<file path="src/rtl/control_pipeline.sv">
// Pipelined MIPS control unit: decodes the opcode in ID, carries the control
// bundle through the ID/EX, EX/MEM and MEM/WB registers, and generates the
// load-use stall, branch/jump redirect and flush controls for the datapath.
module control_pipeline #(
    parameter int unsigned ALUOP_W   = 2,
    parameter bit          HAZARD_EN = 1'b1,
    parameter int unsigned CNT_W     = 16
) (
    input  logic               clk,
    input  logic               rst,
    input  logic [5:0]         opcode,
    input  logic [4:0]         id_rs,
    input  logic [4:0]         id_rt,
    input  logic               ex_zero,
    output logic               ex_RegDst,
    output logic               ex_ALUSrc,
    output logic               ex_Ori,
    output logic [ALUOP_W-1:0] ex_ALUOp,
    output logic               mem_MemRead,
    output logic               mem_MemWrite,
    output logic               wb_RegWrite,
    output logic               wb_MemtoReg,
    output logic               pc_write,
    output logic               ifid_write,
    output logic               if_flush,
    output logic [1:0]         pc_sel,
    output logic               illegal_op,
    output logic [CNT_W-1:0]   stall_cnt,
    output logic [CNT_W-1:0]   flush_cnt
);

    localparam logic [5:0] OP_R   = 6'd0;
    localparam logic [5:0] OP_J   = 6'd2;
    localparam logic [5:0] OP_BEQ = 6'd4;
    localparam logic [5:0] OP_BNE = 6'd5;
    localparam logic [5:0] OP_ORI = 6'd13;
    localparam logic [5:0] OP_LW  = 6'd35;
    localparam logic [5:0] OP_SW  = 6'd43;

    localparam logic [1:0] SEL_PC4    = 2'b00;
    localparam logic [1:0] SEL_BRANCH = 2'b01;
    localparam logic [1:0] SEL_JUMP   = 2'b10;

    // Control fields that are still needed once the instruction is in EX.
    // Jump is consumed in ID and is therefore not carried forward.
    typedef struct packed {
        logic               reg_dst;
        logic               alu_src;
        logic               ori;
        logic [ALUOP_W-1:0] alu_op;
        logic               mem_read;
        logic               mem_write;
        logic               reg_write;
        logic               memto_reg;
        logic               beq;
        logic               bne;
    } ex_ctrl_t;

    typedef struct packed {
        logic mem_read;
        logic mem_write;
        logic reg_write;
        logic memto_reg;
    } mem_ctrl_t;

    typedef struct packed {
        logic reg_write;
        logic memto_reg;
    } wb_ctrl_t;

    ex_ctrl_t   id_ctrl_s;
    logic       id_jump_s;
    logic       id_legal_s;
    logic       branch_taken_s;
    logic       load_use_s;
    logic       stall_s;
    logic       jump_s;
    logic       flush_evt_s;

    ex_ctrl_t   idex_q,  idex_d;
    logic [4:0] idex_rt_q, idex_rt_d;
    mem_ctrl_t  exmem_q, exmem_d;
    wb_ctrl_t   memwb_q, memwb_d;
    logic       illegal_q, illegal_d;
    logic [CNT_W-1:0] stall_cnt_q, stall_cnt_d;
    logic [CNT_W-1:0] flush_cnt_q, flush_cnt_d;

    // Opcode decode; unimplemented opcodes produce a bubble and clear legal.
    always_comb begin
        id_ctrl_s  = '0;
        id_jump_s  = 1'b0;
        id_legal_s = 1'b1;
        case (opcode)
            OP_R: begin
                id_ctrl_s.reg_dst   = 1'b1;
                id_ctrl_s.reg_write = 1'b1;
                id_ctrl_s.alu_op    = ALUOP_W'(2'b10);
            end
            OP_ORI: begin
                id_ctrl_s.alu_src   = 1'b1;
                id_ctrl_s.reg_write = 1'b1;
                id_ctrl_s.ori       = 1'b1;
            end
            OP_LW: begin
                id_ctrl_s.alu_src   = 1'b1;
                id_ctrl_s.memto_reg = 1'b1;
                id_ctrl_s.reg_write = 1'b1;
                id_ctrl_s.mem_read  = 1'b1;
            end
            OP_SW: begin
                id_ctrl_s.alu_src   = 1'b1;
                id_ctrl_s.mem_write = 1'b1;
            end
            OP_BEQ: begin
                id_ctrl_s.beq    = 1'b1;
                id_ctrl_s.alu_op = ALUOP_W'(2'b01);
            end
            OP_BNE: begin
                id_ctrl_s.bne    = 1'b1;
                id_ctrl_s.alu_op = ALUOP_W'(2'b01);
            end
            OP_J: begin
                id_jump_s        = 1'b1;
                id_ctrl_s.alu_op = ALUOP_W'(2'b01);
            end
            default: begin
                id_legal_s = 1'b0;
            end
        endcase
    end

    // Hazard resolution: taken branch beats load-use stall, which beats jump.
    always_comb begin
        branch_taken_s = (idex_q.beq & ex_zero) | (idex_q.bne & ~ex_zero);
        load_use_s     = 1'b0;
        if ((HAZARD_EN == 1'b1) && idex_q.mem_read && (idex_rt_q != 5'd0) &&
            ((idex_rt_q == id_rs) || (idex_rt_q == id_rt))) begin
            load_use_s = 1'b1;
        end else begin
            load_use_s = 1'b0;
        end
        // The ID instruction is wrong-path under a taken branch, so never stall on it.
        stall_s     = load_use_s & ~branch_taken_s;
        jump_s      = id_jump_s & ~branch_taken_s & ~stall_s;
        flush_evt_s = branch_taken_s | jump_s;
    end

    // PC / IF-ID steering for the current cycle.
    always_comb begin
        pc_write   = 1'b1;
        ifid_write = 1'b1;
        if_flush   = 1'b0;
        pc_sel     = SEL_PC4;
        if (branch_taken_s) begin
            pc_sel   = SEL_BRANCH;
            if_flush = 1'b1;
        end else if (stall_s) begin
            pc_write   = 1'b0;
            ifid_write = 1'b0;
        end else if (jump_s) begin
            pc_sel   = SEL_JUMP;
            if_flush = 1'b1;
        end else begin
            pc_sel = SEL_PC4;
        end
    end

    // Next state of the stage registers, sticky flag and event counters.
    always_comb begin
        idex_d    = id_ctrl_s;
        idex_rt_d = id_rt;
        if (branch_taken_s || stall_s || !id_legal_s) begin
            idex_d    = '0;
            idex_rt_d = 5'd0;
        end else begin
            idex_d    = id_ctrl_s;
            idex_rt_d = id_rt;
        end

        exmem_d.mem_read  = idex_q.mem_read;
        exmem_d.mem_write = idex_q.mem_write;
        exmem_d.reg_write = idex_q.reg_write;
        exmem_d.memto_reg = idex_q.memto_reg;

        memwb_d.reg_write = exmem_q.reg_write;
        memwb_d.memto_reg = exmem_q.memto_reg;

        illegal_d = illegal_q | (~id_legal_s & ~branch_taken_s & ~stall_s);

        if (stall_s && (stall_cnt_q != {CNT_W{1'b1}})) begin
            stall_cnt_d = stall_cnt_q + CNT_W'(1);
        end else begin
            stall_cnt_d = stall_cnt_q;
        end

        if (flush_evt_s && (flush_cnt_q != {CNT_W{1'b1}})) begin
            flush_cnt_d = flush_cnt_q + CNT_W'(1);
        end else begin
            flush_cnt_d = flush_cnt_q;
        end
    end

    // Stage registers and status; reset returns every stage to a bubble.
    always_ff @(posedge clk) begin
        if (rst) begin
            idex_q      <= '0;
            idex_rt_q   <= 5'd0;
            exmem_q     <= '0;
            memwb_q     <= '0;
            illegal_q   <= 1'b0;
            stall_cnt_q <= '0;
            flush_cnt_q <= '0;
        end else begin
            idex_q      <= idex_d;
            idex_rt_q   <= idex_rt_d;
            exmem_q     <= exmem_d;
            memwb_q     <= memwb_d;
            illegal_q   <= illegal_d;
            stall_cnt_q <= stall_cnt_d;
            flush_cnt_q <= flush_cnt_d;
        end
    end

    assign ex_RegDst    = idex_q.reg_dst;
    assign ex_ALUSrc    = idex_q.alu_src;
    assign ex_Ori       = idex_q.ori;
    assign ex_ALUOp     = idex_q.alu_op;
    assign mem_MemRead  = exmem_q.mem_read;
    assign mem_MemWrite = exmem_q.mem_write;
    assign wb_RegWrite  = memwb_q.reg_write;
    assign wb_MemtoReg  = memwb_q.memto_reg;
    assign illegal_op   = illegal_q;
    assign stall_cnt    = stall_cnt_q;
    assign flush_cnt    = flush_cnt_q;

endmodule

</file>
<file path="config.mk">
export PLATFORM = sky130hd
export DESIGN_NAME = control_pipeline
export DESIGN_NICKNAME = d
export VERILOG_FILES = /design/src/rtl/control_pipeline.sv
export SDC_FILE = /design/constraint.sdc
export NUM_CORES = 1
export LEC_CHECK = 0
export CORE_MARGIN = 3
export CORE_UTILIZATION = 43
export DETAILED_ROUTE_END_ITERATION = 6
export GPL_ROUTABILITY_DRIVEN = 0
export PLACE_DENSITY = 0.73
export REMOVE_ABC_BUFFERS = 1
export SLEW_MARGIN = 20
export SYNTH_ARGS = -nofsm -noshare
export SYNTH_HDL_FRONTEND = slang
export SYNTH_SLANG_ARGS = --single-unit
</file>
<file path="constraint.sdc">
create_clock -name clk -period 2.1 [get_ports clk]
set_input_delay 0.42 -clock clk [delete_from_list [all_inputs] [get_ports clk]]
set_output_delay 0.42 -clock clk [all_outputs]
set_load 0.005 [all_outputs]
</file>
==> results of run 1 <==
-- cell usage in the layout, fill, tap and decap left out, drive strengths merged, types with 3 or more instances in the layout --
| cell | netlist | routed |
|---|---|---|
| and2 | 8 | 8 |
| nand2 | 11 | 11 |
| nor3 | 5 | 5 |
| nand3 | 9 | 9 |
| dfxtp | 53 | 53 |
| and4 | 3 | 3 |
| dlygate4sd2 | 0 | 10 |
| mux2i | 4 | 4 |
| nand2b | 3 | 3 |
| buf | 6 | 49 |
| xnor2 | 14 | 14 |
| nand4 | 13 | 13 |
| a211oi | 5 | 5 |
| nor4 | 4 | 4 |
| nor2 | 43 | 43 |
| clkbuf | 6 | 8 |
| and3 | 14 | 14 |
| clkdlybuf4s50 | 0 | 50 |
| nor2b | 6 | 6 |
| inv | 6 | 6 |
| a21oi | 12 | 12 |
| o21ai | 5 | 5 |
| a31o | 3 | 3 |
| xor2 | 21 | 21 |
-- per-layer routing --
layer / track usage / share of wire / up-vias / routed length [µm]
met5: 0 / 0 / - / 0
met4: 0.0693 / 0.015 / 0 / 94
met3: 0.0355 / 0.042 / 7 / 257
met2: 0.322 / 0.51 / 55 / 3090
met1: 0.230 / 0.43 / 1071 / 2630
li1: - / - / 1130 / -
-- stage by stage --
step | TNS [ps] | hold slack (ps) | std cells | util | area (µm²)
final | -422 | 455 | 446 | 0.700 | 3710
after global placement | -15470 | 417 | 429 | 0.640 | 3390
after global routing | -1660 | 465 | 446 | 0.700 | 3710
after CTS | -1260 | 458 | 447 | 0.683 | 3620
after detailed placement | -16890 | 438 | 429 | 0.640 | 3390
after floorplan | -3610 | 414 | 257 | - | 2380
-- where the power goes --
part / internal, mW / leakage (nW) / switching (mW) / total (mW)
sequential: 1.01 / 0.429 / 0.00312 / 1.01
combinational: 0.0670 / 0.955 / 0.0577 / 0.125
clock: 0.388 / 0.0574 / 0.343 / 0.731
-- worst paths after layout --
kind	startpoint	to	slack (ps)	depth (start not counted)
worst max-delay path	idex_rt_q[2]$_SDFF_PP0_	if_flush	-120	6
worst min-delay path	exmem_d[2]$_SDFF_PP0_	mem_MemWrite$_SDFF_PP0_	450	1
worst max register to register	idex_rt_q[2]$_SDFF_PP0_	flush_cnt[4]$_SDFFE_PP0P_	-30	8
worst min register to register	exmem_d[2]$_SDFF_PP0_	mem_MemWrite$_SDFF_PP0_	450	1
-- state kept, by name (all words and copies together) (netlist names), 2 cells and up --
| name | count |
|---|---|
| idex_q | 2 |
| idex_rt_q | 5 |
| stall_cnt | 16 |
| ex_ALUOp | 2 |
| exmem_q | 2 |
| flush_cnt | 16 |
| exmem_d | 3 |
-- cells in the mapped netlist (2+ instances only) --
library cell  count  area share
nor3_1            4      0.0082
xnor2_1          14       0.050
a31o_2            3       0.011
buf_4             4       0.012
and3_1           14       0.036
nand4_1          13       0.033
a21oi_1          11       0.023
mux2i_1           3       0.012
clkbuf_1          6      0.0092
and4_1            3       0.011
xor2_1           21       0.075
nand2b_1          3      0.0077
ha_1              2       0.010
o21ai_0           2      0.0041
inv_1             6      0.0092
nor2_1           43       0.066
nand3_1           9       0.018
buf_2             2      0.0041
dfxtp_1          53        0.44
nor4_1            3      0.0077
nor2b_1           6       0.015
and2_1            7       0.018
a211oi_1          5       0.015
nand2_1          11       0.017
-- area by class of cell --
type | count | share of cell area
Clock buffer | 6 | 0.0223
Timing Repair Buffer | 111 | 0.264
Inverter | 6 | 0.00607
Multi-Input combinational cell | 198 | 0.387
Clock inverter | 2 | 0.0101
Tap cell | 70 | 0.0236
Sequential cell | 53 | 0.287
-- repair_timing --
action | in CTS | in global routing
buffers inserted | 11 | 5
pin swaps | 27 | 19
resized for setup | 35 | 31
setup endpoints to repair | 24 | 36
-- critical path, stage by stage (launching register included) --
cell	delay (ps)
dfxtp_2	340
or4_4	540
o21ai_4	220
buf_6	140
o21ai_4	60
nand2_2	80
buf_2	110
-- kinds of logic (layout without fill, tap and decap cells) --
logic type,Yosys count,count (layout),share of synthesized area
multiplexers,4,4,0.0215
AND/OR/NAND/NOR,124,124,0.268
buffers and inverters,18,125,0.0349
flip-flops,53,53,0.435
adder cells (fa/ha/maj),2,2,0.0103
AO/OA/AOI/OAI,33,33,0.105
XOR/XNOR,35,35,0.126
==> impl_results.html, run 1 <==
<table>
<tr><th>Metric</th><th>Value</th></tr>
<tr><th colspan="2">Run status</th></tr>
<tr><td>Result of the run</td><td>finished, violations left</td></tr>
<tr><td>Failing checks</td><td>negative setup slack</td></tr>
<tr><th colspan="2">STA</th></tr>
<tr><td>Fin. Hold Viols</td><td>0</td></tr>
<tr><td>Max Clk Rate</td><td>~0.45 GHz</td></tr>
<tr><td>Final Critical Period</td><td>2220 ps</td></tr>
<tr><td>Clock Skews</td><td>6.88 ps</td></tr>
<tr><td>Worst-Margin Slew</td><td>about 340 ps</td></tr>
<tr><td>Unrepaired setup endpoints after global routing</td><td>yes</td></tr>
<tr><td>Period Utilization, post-route</td><td>1.06</td></tr>
<tr><td>Worst Setup Slack, final</td><td>-120 ps</td></tr>
<tr><td>Max Slew Vio Count</td><td>0</td></tr>
<tr><td>Count of endpoints failing setup in the final report</td><td>7</td></tr>
<tr><td>Worst-case headroom to the max-slew limit</td><td>0.773</td></tr>
<tr><th colspan="2">Drt</th></tr>
<tr><td>Count of nets left with antenna violations after detail routing</td><td>0</td></tr>
<tr><td>Average wire per cell in the routed design</td><td>roughly 14 µm</td></tr>
<tr><td># DRC</td><td>0</td></tr>
<tr><td>First DRT Iteration DRCs</td><td>85</td></tr>
<tr><td>Via count</td><td>2,263</td></tr>
<tr><td>Post-Route WL</td><td>roughly 6.1 mm</td></tr>
<tr><td>Via density per instance</td><td>roughly 5</td></tr>
<tr><td>Pre-antenna DRT Iters</td><td>4</td></tr>
<tr><th colspan="2">Floorplan</th></tr>
<tr><td>Core Footprint</td><td>about 5300 µm²</td></tr>
<tr><td>Number of top-level pins</td><td>66</td></tr>
<tr><td>Rows</td><td>26</td></tr>
<tr><td>Die boundary width</td><td>about 80 µm</td></tr>
<tr><td>Starting utilization of the core area</td><td>0.460</td></tr>
<tr><td>Floorplan die height</td><td>81.3 µm</td></tr>
<tr><td>Total die area</td><td>roughly 6600 µm²</td></tr>
<tr><th colspan="2">Cells and area</th></tr>
<tr><td>Fill cell total of the finished layout</td><td>about 430</td></tr>
<tr><td>Count of inserted antenna diode cells</td><td>0</td></tr>
<tr><td>Multi-input logic area</td><td>about 1400 µm²</td></tr>
<tr><td>Area taken by flip-flops and latches</td><td>roughly 1100 µm²</td></tr>
<tr><td>Synthesis-to-finish area growth</td><td>52.2%</td></tr>
<tr><td>Share of cells above drive strength 1</td><td>0.266</td></tr>
<tr><td>Layout net count</td><td>between 300 and 400</td></tr>
<tr><th colspan="2">GRT</th></tr>
<tr><td>Number of antenna violations at the first check in global routing</td><td>0</td></tr>
<tr><td>Vias in the first global route</td><td>between 2,000 and 2,500</td></tr>
<tr><td>Total grt overflow</td><td>0</td></tr>
<tr><td>Overall track demand over capacity in global routing</td><td>0.187</td></tr>
<tr><td>Global-route wire length before repair</td><td>9.69 mm</td></tr>
<tr><td>Maximum number of pins on one net before global-route repair</td><td>27</td></tr>
<tr><th colspan="2">Synth</th></tr>
<tr><td>Average cell area after synthesis</td><td>9.07 µm²</td></tr>
<tr><td>Main synth FF type</td><td>dfxtp_1</td></tr>
<tr><td>Netlist Area Pre-Place</td><td>approximately 2400 µm²</td></tr>
<tr><td>Portion of the post-synthesis area used by sequential elements</td><td>0.435</td></tr>
<tr><td>Count of cell types in the netlist</td><td>45</td></tr>
<tr><td>EDFF count, synth</td><td>0</td></tr>
<tr><td>Seq cells post-synth</td><td>53</td></tr>
<tr><td>Ys async rst share</td><td>0</td></tr>
<tr><td>YS warnings</td><td>0</td></tr>
<tr><td>Synthesized netlist cell count</td><td>around 270</td></tr>
<tr><th colspan="2">Clock network</th></tr>
<tr><td>Clock tree sinks</td><td>53</td></tr>
<tr><td>Clock latency on the worst-skew pair</td><td>just over 300 ps</td></tr>
<tr><td>CTS tree</td><td>yes</td></tr>
<tr><td>Clock edge transition at the registers on the reported setup and hold paths</td><td>100 ps</td></tr>
<tr><td>Count of hold buffers inserted by post-cts repair</td><td>0</td></tr>
<tr><td>Number of buffers inserted during clock tree synthesis</td><td>5</td></tr>
<tr><td>Maximum buffer depth of the clock tree</td><td>2</td></tr>
<tr><td># H-tree levels</td><td>2</td></tr>
<tr><td>Master cell of the clock root buffer</td><td>clkbuf_8</td></tr>
<tr><th colspan="2">Place</th></tr>
<tr><td>Port Buffer Count</td><td>65</td></tr>
<tr><td>Total half-perimeter wirelength after legalization and detailed placement</td><td>between 4 and 5 mm</td></tr>
<tr><td>Placement Setup Slack</td><td>-550 ps</td></tr>
<tr><th colspan="2">Worst hold path</th></tr>
<tr><td>Tightest Hold Check Type</td><td>reg2reg</td></tr>
<tr><th colspan="2">Flow run</th></tr>
<tr><td>Max-cap violation count</td><td>0</td></tr>
<tr><th colspan="2">Setup path</th></tr>
<tr><td>Worst Setup Path Type</td><td>reg2out</td></tr>
<tr><td>Arrival time of the worst setup path</td><td>1800 ps</td></tr>
<tr><td>Required time of the worst setup path</td><td>about 1700 ps</td></tr>
<tr><td>Sort of element at the end of the critical path</td><td>output port</td></tr>
<tr><td>Maximum fanout encountered on the critical timing path</td><td>3</td></tr>
<tr><td>Critical path launch point type</td><td>register</td></tr>
<tr><th colspan="2">Pwr</th></tr>
<tr><td>Leak pwr</td><td>around 1.4 nW</td></tr>
<tr><td>Peak VDD IR</td><td>roughly 390 µV</td></tr>
<tr><td>Final total power</td><td>around 1.9 mW</td></tr>
<tr><td>Power Dens Cells</td><td>slightly above 500 nW/µm²</td></tr>
</table>
No activity file was read; power rests on OpenSTA's default activity.
==> inputs of run 2 (changes only) <==
Settings changed: CORE_MARGIN 3 to 4.
==> run 2 against run 1 <==
  * The flow still finishes with violations (negative setup slack)
  * Flip-flop and latch count unchanged
  * Register-to-register slack got worse by 50 ps
  * Total power fell by 1.2%
  * Die area grew 5.0%
  * First-iteration DRC count up 25%
  * Critical endpoint is now pc_sel[1]
  * Combinational power is 7% higher
==> impl_results.html, run 2 (synthesis results as in run 1) <==
<table>
<tr><th>Metric</th><th>Value</th></tr>
<tr><th colspan="2">Cells and area</th></tr>
<tr><td>Final Instance Area</td><td>3780 µm²</td></tr>
<tr><td>Share of cells above drive strength 1</td><td>0.280</td></tr>
<tr><td>Count of inserted antenna diode cells</td><td>0</td></tr>
<tr><td>Fill cell total of the finished layout</td><td>approximately 430</td></tr>
<tr><td>Layout net count</td><td>399</td></tr>
<tr><td>Commonest non-fill, non-tap cells in the layout</td><td>dfxtp_1, clkdlybuf4s50_1, buf_4</td></tr>
<tr><td>Synthesis-to-finish area growth</td><td>54.8%</td></tr>
<tr><th colspan="2">Pwr</th></tr>
<tr><td>Leak pwr</td><td>1.47 nW</td></tr>
<tr><td>Power Dens Cells</td><td>between 400 and 500 nW/µm²</td></tr>
<tr><td>Peak VDD IR</td><td>309 µV</td></tr>
<tr><td>Final total power</td><td>1.85 mW</td></tr>
<tr><th colspan="2">STA</th></tr>
<tr><td>Count of endpoints failing setup in the final report</td><td>8</td></tr>
<tr><td>Worst Setup Slack, final</td><td>-106 ps</td></tr>
<tr><td>Unrepaired setup endpoints after global routing</td><td>yes</td></tr>
<tr><td>Clock Skews</td><td>about 9.8 ps</td></tr>
<tr><td>Final Critical Period</td><td>between 2000 and 2500 ps</td></tr>
<tr><td>Worst-Margin Slew</td><td>just under 400 ps</td></tr>
<tr><td>Worst hold slack</td><td>around 450 ps</td></tr>
<tr><td>Worst-case headroom to the max-slew limit</td><td>0.741</td></tr>
<tr><td>Sum Neg Setup Slack</td><td>-433 ps</td></tr>
<tr><td>Max Slew Vio Count</td><td>0</td></tr>
<tr><td>Period Utilization, post-route</td><td>1.05</td></tr>
<tr><td>Fin. Hold Viols</td><td>0</td></tr>
<tr><td>Max Clk Rate</td><td>between 0.4 and 0.5 GHz</td></tr>
<tr><th colspan="2">Drt</th></tr>
<tr><td>First DRT Iteration DRCs</td><td>~110</td></tr>
<tr><td>Count of nets left with antenna violations after detail routing</td><td>0</td></tr>
<tr><td>Post-Route WL</td><td>6.15 mm</td></tr>
<tr><td># DRC</td><td>0</td></tr>
<tr><td>Via density per instance</td><td>5.10</td></tr>
<tr><td>Pre-antenna DRT Iters</td><td>4</td></tr>
<tr><td>Average wire per cell in the routed design</td><td>around 14 µm</td></tr>
<tr><td>Via count</td><td>roughly 2,300</td></tr>
<tr><th colspan="2">Place</th></tr>
<tr><td>Placed Instance Area</td><td>3420 µm²</td></tr>
<tr><td>Port Buffer Count</td><td>65</td></tr>
<tr><td>Total half-perimeter wirelength after legalization and detailed placement</td><td>between 4 and 5 mm</td></tr>
<tr><th colspan="2">GRT</th></tr>
<tr><td>Fraction of met1 tracks used by global routing</td><td>0.196</td></tr>
<tr><td>Maximum number of pins on one net before global-route repair</td><td>20</td></tr>
<tr><td>Global-route met3 utilization</td><td>0.0387</td></tr>
<tr><td>Number of antenna violations at the first check in global routing</td><td>0</td></tr>
<tr><td>Global-route wire length before repair</td><td>9.61 mm</td></tr>
<tr><td>GR peak layer</td><td>met2</td></tr>
<tr><td>Overall track demand over capacity in global routing</td><td>0.168</td></tr>
<tr><td>Total grt overflow</td><td>0</td></tr>
<tr><td>M2 GR Usage</td><td>0.294</td></tr>
<tr><td>Vias in the first global route</td><td>between 2,000 and 2,500</td></tr>
<tr><th colspan="2">Clock network</th></tr>
<tr><td>Master cell of the clock root buffer</td><td>clkbuf_8</td></tr>
<tr><td>Count of hold buffers inserted by post-cts repair</td><td>0</td></tr>
<tr><td>Clock edge transition at the registers on the reported setup and hold paths</td><td>roughly 100 ps</td></tr>
<tr><td>Clock latency on the worst-skew pair</td><td>320 ps</td></tr>
<tr><td># H-tree levels</td><td>2</td></tr>
<tr><td>Clock tree sinks</td><td>53</td></tr>
<tr><td>Number of buffers inserted during clock tree synthesis</td><td>5</td></tr>
<tr><td>CTS tree</td><td>yes</td></tr>
<tr><td>Maximum buffer depth of the clock tree</td><td>2</td></tr>
<tr><th colspan="2">Setup path</th></tr>
<tr><td>Critical path launch point type</td><td>register</td></tr>
<tr><td>Required time of the worst setup path</td><td>between 1500 and 2000 ps</td></tr>
<tr><td>Sort of element at the end of the critical path</td><td>output port</td></tr>
<tr><td>Worst Setup Path Type</td><td>reg2out</td></tr>
<tr><td>Maximum fanout encountered on the critical timing path</td><td>3</td></tr>
<tr><td>Arrival time of the worst setup path</td><td>between 1500 and 2000 ps</td></tr>
<tr><th colspan="2">Floorplan</th></tr>
<tr><td>Starting utilization of the core area</td><td>0.443</td></tr>
<tr><td>Number of top-level pins</td><td>66</td></tr>
<tr><td>Total die area</td><td>a little under 7000 µm²</td></tr>
<tr><td>Die boundary width</td><td>between 80 and 90 µm</td></tr>
<tr><td>Core Footprint</td><td>between 5000 and 6000 µm²</td></tr>
<tr><td>Floorplan die height</td><td>between 80 and 90 µm</td></tr>
<tr><td>Rows</td><td>27</td></tr>
<tr><th colspan="2">Run status</th></tr>
<tr><td>Result of the run</td><td>finished, violations left</td></tr>
<tr><td>Failing checks</td><td>negative setup slack</td></tr>
<tr><th colspan="2">Worst hold path</th></tr>
<tr><td>Tightest Hold Check Type</td><td>reg2reg</td></tr>
<tr><th colspan="2">Flow run</th></tr>
<tr><td>Max-cap violation count</td><td>0</td></tr>
</table>
run 2: what timing repair did:
item / in CTS / in global routing
resized for setup: 36 / 33
pin swaps: 21 / 16
endpoints found under the setup margin: 25 / 36
buffers inserted: 10 / 1
gates cloned: 0 / 0
run 2: final timing paths:
| check | from | endpoint | slack, ps | cells after the start |
|---|---|---|---|---|
| worst max-delay path | idex_rt_q[1]$_SDFF_PP0_ | pc_sel[1] | -110 | 6 |
| worst min-delay path | exmem_d[2]$_SDFF_PP0_ | mem_MemWrite$_SDFF_PP0_ | 450 | 1 |
| worst max register to register | idex_rt_q[1]$_SDFF_PP0_ | flush_cnt[11]$_SDFFE_PP0P_ | -80 | 10 |
| worst min register to register | exmem_d[2]$_SDFF_PP0_ | mem_MemWrite$_SDFF_PP0_ | 450 | 1 |
run 2: layout make-up:
| cell class | count | area (µm²) | share of cell area |
|---|---|---|---|
| multi-input combinational | 198 | 1480 | 0.392 |
| inverter | 6 | 22.5 | 0.00596 |
| sequential | 53 | 1060 | 0.282 |
| clock buffer | 5 | 68.8 | 0.0182 |
| timing repair buffer | 114 | 1000 | 0.266 |
| tap | 72 | 90.1 | 0.0239 |
| clock inverter | 3 | 46.3 | 0.0123 |
run 2: power by group:
group          internal [mW]  leakage, nW  total [mW]  switching (mW)
combinational         0.0717        0.990       0.134          0.0620
clock                  0.357       0.0543       0.701           0.344
sequential              1.01        0.428        1.01         0.00280
total                   1.44         1.47        1.85           0.409
run 2: routing by layer:
metal  vias up  wire length, µm
li1       1146                -
met1      1090             2590
met2        51             3210
met3        11              236
met4         0              112
met5         -                0
run 2: critical path, stage by stage (launching register included):
cell	delay, ps
dfxtp_2	340
or4_4	540
o21ai_4	180
buf_6	150
o21ai_4	70
nor2_2	90
buf_2	120
run 2: through the flow:
step	setup WS [ps]	utilization	std cells
floorplan	-391	-	257
global placement	-506	0.622	435
detailed placement	-546	0.622	435
CTS	-116	0.660	451
global route	-209	0.686	451
finish	-106	0.686	451
==> inputs of run 3 (changes only) <==
Settings changed: CORE_UTILIZATION 43 to 40, PLACE_DENSITY 0.73 to 0.69.
==> run 3 against run 2 <==
  * The flow still finishes with violations (negative setup slack)
  * Core utilization decreased by 4.5 points
  * Fmax down 1.9%
  * Total power decreased by 5.3%
  * Cell count is 2.0% higher
  * Sequential power about the same
  * Cell area grew 0.43%
  * Combinational power barely moved
  * Clock-buffer cell count is the same
  * Setup slack got worse by 42 ps
  * Clock skew fell by 0.74 ps
  * Flip-flop and latch count stayed put
  * Via count fell by 2.5%
  * Critical path type unchanged
  * Critical endpoint unchanged
  * Highest routed layer unchanged
==> impl_results.html, run 3 (synthesis results as in run 1) <==
<table>
<tr><th>Metric</th><th>Value</th></tr>
<tr><th colspan="2">Run status</th></tr>
<tr><td>Result of the run</td><td>finished, violations left</td></tr>
<tr><td>Failing checks</td><td>negative setup slack</td></tr>
<tr><th colspan="2">STA</th></tr>
<tr><td>Max Clk Rate</td><td>0.445 GHz</td></tr>
<tr><td>Unrepaired setup endpoints after global routing</td><td>yes</td></tr>
<tr><td>Clock Skews</td><td>9.09 ps</td></tr>
<tr><td>Worst Setup Slack, final</td><td>-149 ps</td></tr>
<tr><td>Worst-Margin Slew</td><td>a little under 400 ps</td></tr>
<tr><td>Fin. Hold Viols</td><td>0</td></tr>
<tr><td>Sum Neg Setup Slack</td><td>-633 ps</td></tr>
<tr><td>Max Slew Vio Count</td><td>0</td></tr>
<tr><td>Worst-case headroom to the max-slew limit</td><td>0.742</td></tr>
<tr><td>Final Critical Period</td><td>about 2200 ps</td></tr>
<tr><td>Count of endpoints failing setup in the final report</td><td>7</td></tr>
<tr><td>Period Utilization, post-route</td><td>1.07</td></tr>
<tr><th colspan="2">GRT</th></tr>
<tr><td>Maximum number of pins on one net before global-route repair</td><td>19</td></tr>
<tr><td>Vias in the first global route</td><td>roughly 2,100</td></tr>
<tr><td>Number of antenna violations at the first check in global routing</td><td>0</td></tr>
<tr><td>Overall track demand over capacity in global routing</td><td>0.159</td></tr>
<tr><td>Global-route wire length before repair</td><td>about 9.6 mm</td></tr>
<tr><td>Total grt overflow</td><td>0</td></tr>
<tr><th colspan="2">Floorplan</th></tr>
<tr><td>Floorplan die height</td><td>about 86 µm</td></tr>
<tr><td>Total die area</td><td>7410 µm²</td></tr>
<tr><td>Rows</td><td>28</td></tr>
<tr><td>Core Footprint</td><td>~6000 µm²</td></tr>
<tr><td>Number of top-level pins</td><td>between 60 and 70</td></tr>
<tr><td>Die boundary width</td><td>86.1 µm</td></tr>
<tr><td>Starting utilization of the core area</td><td>0.412</td></tr>
<tr><th colspan="2">Cells and area</th></tr>
<tr><td>Commonest non-fill, non-tap cells in the layout</td><td>dfxtp_1, clkdlybuf4s50_1, buf_4</td></tr>
<tr><td>Synthesis-to-finish area growth</td><td>55.5%</td></tr>
<tr><td>Fin util</td><td>0.641</td></tr>
<tr><td>Share of cells above drive strength 1</td><td>0.291</td></tr>
<tr><td>Count of inserted antenna diode cells</td><td>0</td></tr>
<tr><td>Most common cell after layout, fill and taps aside</td><td>dfxtp_1</td></tr>
<tr><td>Layout net count</td><td>between 400 and 500</td></tr>
<tr><th colspan="2">Drt</th></tr>
<tr><td>Post-Route WL</td><td>5.88 mm</td></tr>
<tr><td>Via count</td><td>about 2,200</td></tr>
<tr><td>Via density per instance</td><td>about 5</td></tr>
<tr><td>Count of nets left with antenna violations after detail routing</td><td>0</td></tr>
<tr><td>Average wire per cell in the routed design</td><td>about 13 µm</td></tr>
<tr><td>First DRT Iteration DRCs</td><td>86</td></tr>
<tr><td># DRC</td><td>0</td></tr>
<tr><td>Pre-antenna DRT Iters</td><td>4</td></tr>
<tr><th colspan="2">Clock network</th></tr>
<tr><td>Master cell of the clock root buffer</td><td>clkbuf_8</td></tr>
<tr><td>Count of hold buffers inserted by post-cts repair</td><td>0</td></tr>
<tr><td>Clock tree sinks</td><td>between 50 and 60</td></tr>
<tr><td>CTS tree</td><td>yes</td></tr>
<tr><td>Maximum buffer depth of the clock tree</td><td>2</td></tr>
<tr><td>Clock edge transition at the registers on the reported setup and hold paths</td><td>~100 ps</td></tr>
<tr><td>Number of buffers inserted during clock tree synthesis</td><td>5</td></tr>
<tr><td># H-tree levels</td><td>2</td></tr>
<tr><td>Clock latency on the worst-skew pair</td><td>310 ps</td></tr>
<tr><th colspan="2">Pwr</th></tr>
<tr><td>Power Dens Cells</td><td>around 460 nW/µm²</td></tr>
<tr><td>Final total power</td><td>around 1.7 mW</td></tr>
<tr><td>Leak pwr</td><td>1.47 nW</td></tr>
<tr><td>Peak VDD IR</td><td>around 310 µV</td></tr>
<tr><th colspan="2">Setup path</th></tr>
<tr><td>Required time of the worst setup path</td><td>around 1700 ps</td></tr>
<tr><td>Arrival time of the worst setup path</td><td>1830 ps</td></tr>
<tr><td>Worst Setup Path Type</td><td>reg2out</td></tr>
<tr><td>Maximum fanout encountered on the critical timing path</td><td>4</td></tr>
<tr><td>Critical path launch point type</td><td>register</td></tr>
<tr><td>Sort of element at the end of the critical path</td><td>output port</td></tr>
<tr><th colspan="2">Place</th></tr>
<tr><td>Port Buffer Count</td><td>between 60 and 70</td></tr>
<tr><td>Total half-perimeter wirelength after legalization and detailed placement</td><td>4.32 mm</td></tr>
<tr><th colspan="2">Worst hold path</th></tr>
<tr><td>Tightest Hold Check Type</td><td>reg2reg</td></tr>
<tr><th colspan="2">Flow run</th></tr>
<tr><td>Max-cap violation count</td><td>0</td></tr>
</table>
[run 3: worst max-delay path, stage by stage (launching register included)]
cell and delay (ps):
dfxtp_2 340, or4_4 540, o21ai_4 210, o21ai_2 100, buf_4 150, nor2_4 70, buf_2 110
[run 3: final timing paths]
check                                from                        end  slack (ps)  cells past startpoint
setup / recovery  idex_rt_q[1]$_SDFF_PP0_                  pc_sel[1]        -150                      6
hold / removal      exmem_d[2]$_SDFF_PP0_    mem_MemWrite$_SDFF_PP0_         440                      1
hold reg to reg     exmem_d[2]$_SDFF_PP0_    mem_MemWrite$_SDFF_PP0_         440                      1
setup reg to reg  idex_rt_q[1]$_SDFF_PP0_  flush_cnt[4]$_SDFFE_PP0P_         -40                      9
[run 3: through the flow]
step / hold slack (ps) / cell area (µm²) / instances / worst slack [ps]
floorplan: 414 / 2380 / 257 / -391
global placement: 417 / 3450 / 441 / -514
detailed placement: 422 / 3450 / 441 / -556
CTS: 446 / 3700 / 460 / -182
global route: 464 / 3790 / 460 / -219
finish: 442 / 3790 / 460 / -149
[run 3: timing repair]
item,4_1_cts,5_1_grt
gates resized for setup,54,25
pin swaps,25,20
buffers inserted,14,6
endpoints found under the setup margin,20,49
[run 3: where the power goes]
group	switching (mW)	internal (mW)	total, mW	leakage [nW]
Combinational	0.0621	0.0734	0.135	0.993
Sequential	0.00295	1.01	1.01	0.428
Clock	0.357	0.244	0.601	0.0487
Total	0.422	1.33	1.75	1.47
[run 3: area by class of cell]
cell class | count | area (µm²)
inverters | 6 | 22.5
flip-flops and latches | 53 | 1060
clock inverters | 3 | 26.3
clock buffers | 5 | 68.8
repair buffers | 120 | 1060
multi-input cells | 198 | 1450
fillers | 515 | 2130
well taps | 75 | 93.8
[run 3: per-layer routing]
layer	vias up	track usage	routed length [µm]
met2	48	0.286	3010
met5	-	0	0
met4	0	0.0432	47
li1	1163	-	-
met3	4	0.0298	233
met1	1025	0.192	2590
